File: config.mk
export PLATFORM = sky130hd
export DESIGN_NAME = nmr_scan_sched
export DESIGN_NICKNAME = d
export VERILOG_FILES = /design/src/rtl/nmr_bstrm_pkg.sv /design/src/rtl/nmr_tr_timer.sv /design/src/rtl/nmr_scan_sched.sv
export SDC_FILE = /design/constraint.sdc
export NUM_CORES = 1
export LEC_CHECK = 0
export BUFFER_PORTS_ARGS = -buffer_cell sky130_fd_sc_hd__buf_2
export CAP_MARGIN = 10
export CORE_MARGIN = 3
export CORE_UTILIZATION = 35
export CTS_CLUSTER_DIAMETER = 30
export CTS_CLUSTER_SIZE = 8
export DETAILED_ROUTE_END_ITERATION = 10
export GPL_TIMING_DRIVEN = 0
export PLACE_DENSITY = 0.53
export SLEW_MARGIN = 10
export SYNTH_ARGS = -nofsm -noshare
export SYNTH_HDL_FRONTEND = slang
export SYNTH_SLANG_ARGS = --single-unit
File: constraint.sdc
create_clock -name CLK -period 3.5 [get_ports CLK]
set_input_delay 0.175 -clock CLK [delete_from_list [all_inputs] [get_ports CLK]]
set_output_delay 0.175 -clock CLK [all_outputs]
set_load 0.005 [all_outputs]
File: src/rtl/nmr_bstrm_pkg.sv
// Shared types for the NMR bitstream scan scheduler: FSM state encoding and PHASE width.
package nmr_bstrm_pkg;

   localparam int unsigned PHASE_WIDTH = 2;
   localparam int unsigned STATE_WIDTH = 3;

   typedef enum logic [STATE_WIDTH-1:0] {
      S_IDLE      = 3'd0,
      S_LAUNCH    = 3'd1,
      S_WAIT_ACK  = 3'd2,
      S_WAIT_DONE = 3'd3,
      S_TR_WAIT   = 3'd4,
      S_FINISH    = 3'd5
   } sched_state_e;

endpackage

File: src/rtl/nmr_tr_timer.sv
// Repetition-delay down-counter; expire_o is a registered "count reached zero" flag
// so the scheduler can launch on the very cycle the delay runs out.
module nmr_tr_timer #(
   parameter int unsigned TR_WIDTH = 32
) (
   input  logic                clk,
   input  logic                rst_n,
   input  logic                load_i,
   input  logic                count_i,
   input  logic [TR_WIDTH-1:0] tr_cycles_i,
   output logic                expire_o
);

   logic [TR_WIDTH-1:0] cnt_q, cnt_d;
   logic                zero_q, zero_d;

   // Zero flag is precomputed one cycle ahead of the count it describes.
   always_comb begin
      cnt_d  = cnt_q;
      zero_d = zero_q;
      if (load_i) begin
         cnt_d  = tr_cycles_i;
         zero_d = (tr_cycles_i == '0);
      end else if (count_i && !zero_q) begin
         cnt_d  = cnt_q - TR_WIDTH'(1);
         zero_d = (cnt_q == TR_WIDTH'(1));
      end
   end

   always_ff @(posedge clk or negedge rst_n) begin
      if (!rst_n) begin
         cnt_q  <= '0;
         zero_q <= 1'b0;
      end else begin
         cnt_q  <= cnt_d;
         zero_q <= zero_d;
      end
   end

   assign expire_o = zero_q;

endmodule

File: src/rtl/nmr_scan_sched.sv
// Scan scheduler: launches NUM_SCANS bitstream runs separated by TR_CYCLES idle cycles.
// Optional PHASE output (phase cycling) is built when NMR_SCAN_SCHED_PHASECYC_EN is defined.
module nmr_scan_sched
   import nmr_bstrm_pkg::*;
#(
   parameter int unsigned SCAN_WIDTH = 16,
   parameter int unsigned TR_WIDTH   = 32,
   parameter int unsigned BANK_WIDTH = 2
) (
   input  logic                  CLK,
   input  logic                  RST_N,
   input  logic                  GO,
   input  logic                  ABORT,
   input  logic [SCAN_WIDTH-1:0] NUM_SCANS,
   input  logic [TR_WIDTH-1:0]   TR_CYCLES,
   input  logic [BANK_WIDTH-1:0] BANK_IN,
   output logic                  BSTRM_START,
   input  logic                  BSTRM_DONE,
   output logic [BANK_WIDTH-1:0] BANK,
   output logic [SCAN_WIDTH-1:0] SCAN_IDX,
   output logic                  BUSY,
   output logic                  SCHED_DONE,
   output logic                  ABORTED
`ifdef NMR_SCAN_SCHED_PHASECYC_EN
   ,output logic [PHASE_WIDTH-1:0] PHASE
`endif
);

   sched_state_e          state_q, state_d;
   logic                  start_q, start_d;
   logic                  busy_q, busy_d;
   logic                  done_q, done_d;
   logic                  aborted_q, aborted_d;
   logic                  abort_pend_q, abort_pend_d;
   logic [SCAN_WIDTH-1:0] idx_q, idx_d;
   logic [SCAN_WIDTH-1:0] nscan_q, nscan_d;
   logic [TR_WIDTH-1:0]   tr_q, tr_d;
   logic [BANK_WIDTH-1:0] bank_q, bank_d;
   logic [PHASE_WIDTH-1:0] phase_q, phase_d;
   logic                  tr_load_c, tr_count_c, tr_expire;
   logic                  last_scan_c;

   nmr_tr_timer #(.TR_WIDTH(TR_WIDTH)) u_tr_timer (
      .clk         (CLK),
      .rst_n       (RST_N),
      .load_i      (tr_load_c),
      .count_i     (tr_count_c),
      .tr_cycles_i (tr_q),
      .expire_o    (tr_expire)
   );

   assign last_scan_c = (idx_q == (nscan_q - SCAN_WIDTH'(1)));

   // Next-state and registered-output logic.
   always_comb begin
      state_d      = state_q;
      start_d      = 1'b0;
      done_d       = 1'b0;
      busy_d       = busy_q;
      aborted_d    = aborted_q;
      abort_pend_d = abort_pend_q;
      idx_d        = idx_q;
      nscan_d      = nscan_q;
      tr_d         = tr_q;
      bank_d       = bank_q;
      phase_d      = phase_q;
      tr_load_c    = 1'b0;
      tr_count_c   = 1'b0;

      case (state_q)
         S_IDLE: begin
            if (GO && BSTRM_DONE) begin
               nscan_d      = NUM_SCANS;
               tr_d         = TR_CYCLES;
               bank_d       = BANK_IN;
               idx_d        = '0;
               phase_d      = '0;
               busy_d       = 1'b1;
               aborted_d    = 1'b0;
               abort_pend_d = 1'b0;
               if (NUM_SCANS == '0) begin
                  state_d = S_FINISH;
               end else begin
                  state_d = S_LAUNCH;
                  start_d = 1'b1;
               end
            end
         end
         S_LAUNCH: begin
            abort_pend_d = abort_pend_q | ABORT;
            state_d      = S_WAIT_ACK;
         end
         S_WAIT_ACK: begin
            abort_pend_d = abort_pend_q | ABORT;
            if (!BSTRM_DONE) state_d = S_WAIT_DONE;
         end
         // An abort seen while a bitstream runs is remembered and honoured at its end.
         S_WAIT_DONE: begin
            abort_pend_d = abort_pend_q | ABORT;
            if (BSTRM_DONE) begin
               if (last_scan_c || ABORT || abort_pend_q) begin
                  state_d   = S_FINISH;
                  aborted_d = ABORT | abort_pend_q;
               end else begin
                  tr_load_c = 1'b1;
                  state_d   = S_TR_WAIT;
               end
            end
         end
         S_TR_WAIT: begin
            if (ABORT) begin
               state_d   = S_FINISH;
               aborted_d = 1'b1;
            end else if (tr_expire) begin
               state_d = S_LAUNCH;
               start_d = 1'b1;
               idx_d   = idx_q + SCAN_WIDTH'(1);
               phase_d = phase_q + PHASE_WIDTH'(1);
            end else begin
               tr_count_c = 1'b1;
            end
         end
         S_FINISH: begin
            done_d  = 1'b1;
            busy_d  = 1'b0;
            state_d = S_IDLE;
         end
         default: state_d = S_IDLE;
      endcase
   end

   always_ff @(posedge CLK or negedge RST_N) begin
      if (!RST_N) begin
         state_q      <= S_IDLE;
         start_q      <= 1'b0;
         busy_q       <= 1'b0;
         done_q       <= 1'b0;
         aborted_q    <= 1'b0;
         abort_pend_q <= 1'b0;
         idx_q        <= '0;
         nscan_q      <= '0;
         tr_q         <= '0;
         bank_q       <= '0;
         phase_q      <= '0;
      end else begin
         state_q      <= state_d;
         start_q      <= start_d;
         busy_q       <= busy_d;
         done_q       <= done_d;
         aborted_q    <= aborted_d;
         abort_pend_q <= abort_pend_d;
         idx_q        <= idx_d;
         nscan_q      <= nscan_d;
         tr_q         <= tr_d;
         bank_q       <= bank_d;
         phase_q      <= phase_d;
      end
   end

   assign BSTRM_START = start_q;
   assign BUSY        = busy_q;
   assign SCHED_DONE  = done_q;
   assign ABORTED     = aborted_q;
   assign SCAN_IDX    = idx_q;
   assign BANK        = bank_q;

`ifdef NMR_SCAN_SCHED_PHASECYC_EN
   assign PHASE = phase_q;
`else
   // Phase counter has no consumer in this build.
   logic unused_phase;
   assign unused_phase = ^phase_q;
`endif

endmodule

## Word-level counts from Yosys, hierarchy flattened

Index checks and enable logic that the tools add are counted.

| word-level totals | value |
|---|---|
| register bits | 107 |
| bits of input ports | 55 |
| output and inout bits | 22 |
| word-level logic and storage cells | 87 |

| operators by class | value |
|---|---|
| add/sub/neg operators | 3 |
| equality and inequality tests | 15 |
| muxes and demuxes | 36 |
| bitwise gates (word level) | 1 |
| reductions and logical operators | 20 |

Operators with widths:

| cell | number |
|---|---|
| 32-bit two-way mux | 2 |
| 16-bit two-way mux | 3 |
| 32-bit by 1-bit == test with 1-bit output (second input constant) | 1 |
| 32-bit zero test | 1 |
| 16-bit one-hot mux with 2 select lines | 1 |
| 32-bit by 1-bit subtractor with 32-bit output (second input constant) | 1 |
| 1-bit two-way mux | 19 |
| 3-bit two-way mux | 6 |
| 16-bit by 1-bit adder with 16-bit output (second input constant) | 1 |
| 16-bit == test | 1 |
| 16-bit zero test | 1 |
| 16-bit by 1-bit subtractor with 16-bit output (second input constant) | 1 |
| 3-bit one-hot mux with 5 select lines | 1 |
| 2-bit != test (second input constant) | 6 |
| 4-bit AND reduction | 2 |
| 2-bit nonzero test | 4 |
| 3-bit by 2-bit == test with 1-bit output (second input constant) | 2 |
| 3-bit == test (second input constant) | 2 |
| 1-bit one-hot mux with 2 select lines | 3 |
| 2-bit AND reduction | 3 |
| 5-bit AND reduction | 1 |
| 3-bit by 1-bit == test with 1-bit output (second input constant) | 1 |
| 3-bit zero test | 1 |
| 3-bit by 2-bit != test with 1-bit output (second input constant) | 1 |
| other kinds (8) | 10 |

## Longest topological paths before layout

| logic depth | value |
|---|---|
| word-level depth | 8 |
| mapped depth | 13 |
| gate-level depth less buffers | 9 |

## Modules after synthesis

From an unflattened synthesis, not the netlist that was laid out.

| second synthesis, totals | value |
|---|---|
| cells, all modules | 574 |
| area, all modules | 5745.5 µm² |

Modules (own cells, without submodules):

| module | times used | cells an instance | area an instance (µm²) | seq. area each (µm²) |
|---|---|---|---|---|
| nmr_scan_sched | 1 | 333 | 3683.5 | 1851.8 |
| nmr_tr_timer | 1 | 241 | 2062.0 | 825.8 |

## Worst setup path after synthesis

No wires, ideal clock.

| timing path | value |
|---|---|
| path kind | register to register |
| start point | register nscan_q[0] |
| end point | register u_tr_timer.cnt_q[28] |
| library setup time | 126 ps |
| arrival time | 2715 ps |
| data required time | 3374 ps |
| slack | 659 ps |
| stages on the path, launching flop included | 14 |
| buffers on the path | 4 |
| period minus slack after synthesis | 2841 ps |
| cell sequence | dfrtp_1 buf_2 inv_1 ha_1 or3b_1 nor4_1 xnor2_1 and4_1 and4_1 buf_4 nor2_2 buf_6 buf_6 a221o_1 |

| between the ends | value |
|---|---|
| cells in the longest elaborated chain, start to end | 8 |
| elaborated cells between the ends (all ways) | 9 |
| classes of those cells | add/sub: 1; eq/ne: 1; mux: 4; reduce/logical: 3 |

Ends and longest elaborated chain:

| what | line | text |
|---|---|---|
| from (decl) | nmr_scan_sched.sv:36 | `logic [SCAN_WIDTH-1:0] nscan_q, nscan_d;` |
| from (signal assigned) | nmr_scan_sched.sv:153 | `nscan_q <= nscan_d;` |
| 16-bit by 1-bit subtractor with 16-bit output * | nmr_scan_sched.sv:52 | `assign last_scan_c = (idx_q == (nscan_q - SCAN_WIDTH'(1)));` |
| 16-bit == test * | nmr_scan_sched.sv:52 |  |
| 1-bit logical OR * (2 in a row) | nmr_scan_sched.sv:101 | `if (last_scan_c \|\| ABORT \|\| abort_pend_q) begin` |
| 1-bit two-way mux * | nmr_scan_sched.sv:101 |  |
| 1-bit two-way mux * | nmr_scan_sched.sv:100 | `if (BSTRM_DONE) begin` |
| 1-bit two-way mux * | nmr_scan_sched.sv:70 | `case (state_q)` |
| 32-bit two-way mux / 2-bit nonzero test (equally long branches) | -- |  |
| to (signal assigned) | nmr_tr_timer.sv:35 | `cnt_q <= cnt_d;` |
| to (decl) | nmr_tr_timer.sv:14 | `logic [TR_WIDTH-1:0] cnt_q, cnt_d;` |

Every way passes the cells marked *; elsewhere a longest branch is shown, timed or not.
A chain may end at the register's enable or synchronous reset.

## Worst setup path in the final report

| timing path | value |
|---|---|
| start point | register nscan_q[0] |
| end point | register u_tr_timer.cnt_q[29] |

The elaborated chain is that of the path after synthesis.

==> impl_metrics.ini <==
[route]
routed.top_layer = met4
route.detailed.drc = 0
wirelength_um = 16300
routedWlPerCell_um = 16.6
avgViaCountPerCell = 5.31
dr.pass1.iters = 5
vias = 5210
wl_met2_um = 7460
wl_met1_um = 7800
antenna_left = 0
met3WireLength_um = 824
drt_iter0_drc = 406

[sta]
setup_viol = 0
maxSlewHeadroom = 0.389
fin_crit_ns = 3.34
fin_skew_ns = 0.0105
tns_ns = 0
slew_violations = 0
rsz0062_at_grt = false
timing_hold_violations_final = 0
min_period_over_period = 0.953
tightest_slew_ns = 0.909
max_freq_mhz = 300

[worst_setup_path]
cp_max_fo = 10
ff2ff_path_depth = 12
crit_type = reg2reg
cpPeakStageDelay_ns = 0.45
required_ns = 3.71
crit_arrival_ns = 3.55
end_kind = flip-flop
path_cells = buf_2, inv_1, ha_1, or3b_1, nor4_1, o21ai_0, a211oi_1, nand4_1, clkbuf_2, clkbuf_2, a31oi_1, o21ai_0
startpoint_type = flip-flop
worst_path_max_delay_cell = or3b_1

[grt]
grt_use_total = 0.188
antenna_found_initial = 0
grt_pass1_wl_um = 27100
overflow = 0
grt_max_degree = 66
grt_pass1_vias = 5075

[floorplanning]
core_mm2 = 0.0160
die_y_um = 134
die_x_um = 134
start_util = 0.360
num_io_pins = 77
dieArea_mm2 = 0.0181
row_count = 46

[clock_tree]
htree_levels = 3
worstSkewPairLatency_ns = 0.35
tritoncts = done
cts_made_buffers = 9
post_cts.repair.setup_buffers = 0
clk_pin_slew_ns = 0.07
cts-root-buf = clkbuf_16
cts.sinks = 107
clock_path_buffers = 2

[placed_design]
io_buffers = 76
dp_hpwl_um = 11700
postPlaceCellArea_mm2 = 0.00646
gp_congestion = 0.855

[job]
drv_cap = 0

[power]
vdd_drop_max_mv = 0.280
total_power_mw = 4.95
p_leak_nw = 3.14
power_density_mw_per_mm2 = 726

[cells_and_area]
syn_to_final_growth_pct = 18.1
drive_above_1_share = 0.155
final_cell_mix = 171 x nand2_1, 107 x dfrtp_1, 79 x buf_2, 56 x nor2_1, 36 x o21ai_0
final_nets = 821
layout.cells.most_common = nand2_1
antenna_cells = 0
design_area_mm2 = 0.00681
fillerInstances = 1656

[logic_synthesis]
yosysTopAreaCellShare = 0.464
yosys_warnings = 0
synth_area_mm2 = 0.00577
ys_types = 58
ys_ff_latch = 107
yosysTopAreaCell = dfrtp_1
ys_async_sr_fraction = 1.00
seq_area_frac_synth = 0.464
syn_inst = 669
synth-edff-count = 0
syn-num-nets = 728
synth_area_leaders = dfrtp_1 46%, nand2_1 11%, nor2_1 3.6%, xnor2_1 3.3%, o21ai_0 3.1%
synth_area_per_cell_um2 = 8.62
synth_flop_cell = dfrtp_1

[outcome]
status = complete, no violations

[worst_hold_path]
min_path_cells = 3
hp-class = in2reg
synth_stat cells, types with 3 or more instances:
cell type and number:
nand2_1 171, dfrtp_1 107, nor2_1 56, o21ai_0 36, clkbuf_1 29, nor4_1 24, xnor2_1 22, nand3_1 19
xor2_1 19, nor3_1 18, a21oi_1 13, a221o_1 12, nand4_1 12, and3_1 11, a31oi_1 10, inv_1 10
o41ai_1 6, o211ai_1 5, a211o_1 4, a211oi_1 4, buf_2 4, ha_1 4, nand2b_1 4, nor2b_1 4
nor3b_1 4, o311ai_0 4, or2_2 4, or4_1 4, a21boi_0 3, and4_1 3, buf_6 3, mux2_2 3
or3_1 3
logic make-up after synthesis:
| group | count (synthesis) | share of synthesized area |
|---|---|---|
| fa+ha+maj | 4 | 0.00868 |
| mux | 5 | 0.00933 |
| flops | 107 | 0.464 |
| simple gates | 354 | 0.289 |
| xor+xnor | 41 | 0.0623 |
| compound gates | 108 | 0.129 |
| buf+inv | 50 | 0.0382 |
state kept, by name, indices dropped and copies added, names as in the netlist, 2 cells and up:
name	count
tr_q	32
SCAN_IDX	16
BANK	2
nscan_q	16
u_tr_timer.cnt_q	32
state_q	3
report_power, final:
part	leakage (nW)	switching (mW)	internal [mW]
combinational	1.64	0.955	0.719
sequential	1.36	0.536	1.74
clock	0.136	0.450	0.550
routing by layer:
metal  vias to the layer above  track usage
li1                       2541            -
met1                      2498        0.267
met2                       154        0.295
met3                        17       0.0285
met4                         0       0.0600
met5                         -            0
worst max-delay path: cells and delay by family (launching register included):
kind	cells	cell delay, ns
AOI/OAI and AO/OA	4	0.75
adders and majority gates	1	0.25
buffers and inverters	4	0.88
DFF	1	0.35
and+or+nand+nor	3	0.96
metrics by stage:
stage | worst slack (ns) | instances | hold slack, ns | utilization
2_1_floorplan | 0.659 | 669 | -0.121 | -
3_3_place_gp | -0.0284 | 961 | 0.364 | 0.401
3_5_place_dp | -0.158 | 962 | 0.120 | 0.404
4_1_cts | 0.0960 | 982 | 0.000149 | 0.424
5_1_grt | 0.0132 | 982 | 0.0108 | 0.426
6_report | 0.164 | 982 | 0.00726 | 0.426
path summary, 6_finish.rpt:
| check | slack, ns | end | startpoint |
|---|---|---|---|
| setup reg to reg | 0.16 | u_tr_timer.cnt_q[29] | nscan_q[0] |
| max in group asynchronous | 2.51 | tr_q[15] | RST_N |
| setup / recovery | 0.16 | u_tr_timer.cnt_q[29] | nscan_q[0] |
| min in group asynchronous | 0.30 | SCAN_IDX[8] | RST_N |
| hold / removal | 0.007 | tr_q[2] | TR_CYCLES[2] |
| hold reg to reg | 0.47 | BANK[1] | BANK[1] |
area by class of cell:
cell class	count	area, um2	area share
timing repair buffer	82	464	0.0681
inverter	10	37.5	0.00551
buffer	40	186	0.0274
sequential	107	2680	0.393
multi-input combinational	512	2900	0.426
tap	216	270	0.0397
clock buffer	12	236	0.0347
clock inverter	3	40.0	0.00588
timing repair:
action | in CTS | in global routing
setup endpoints to repair | 10 | 24
hold endpoints to repair | 46 | 0
hold buffers | 5 | 0
resized for setup | 1 | 5
Note: power is estimated with default switching activity, not from simulation.
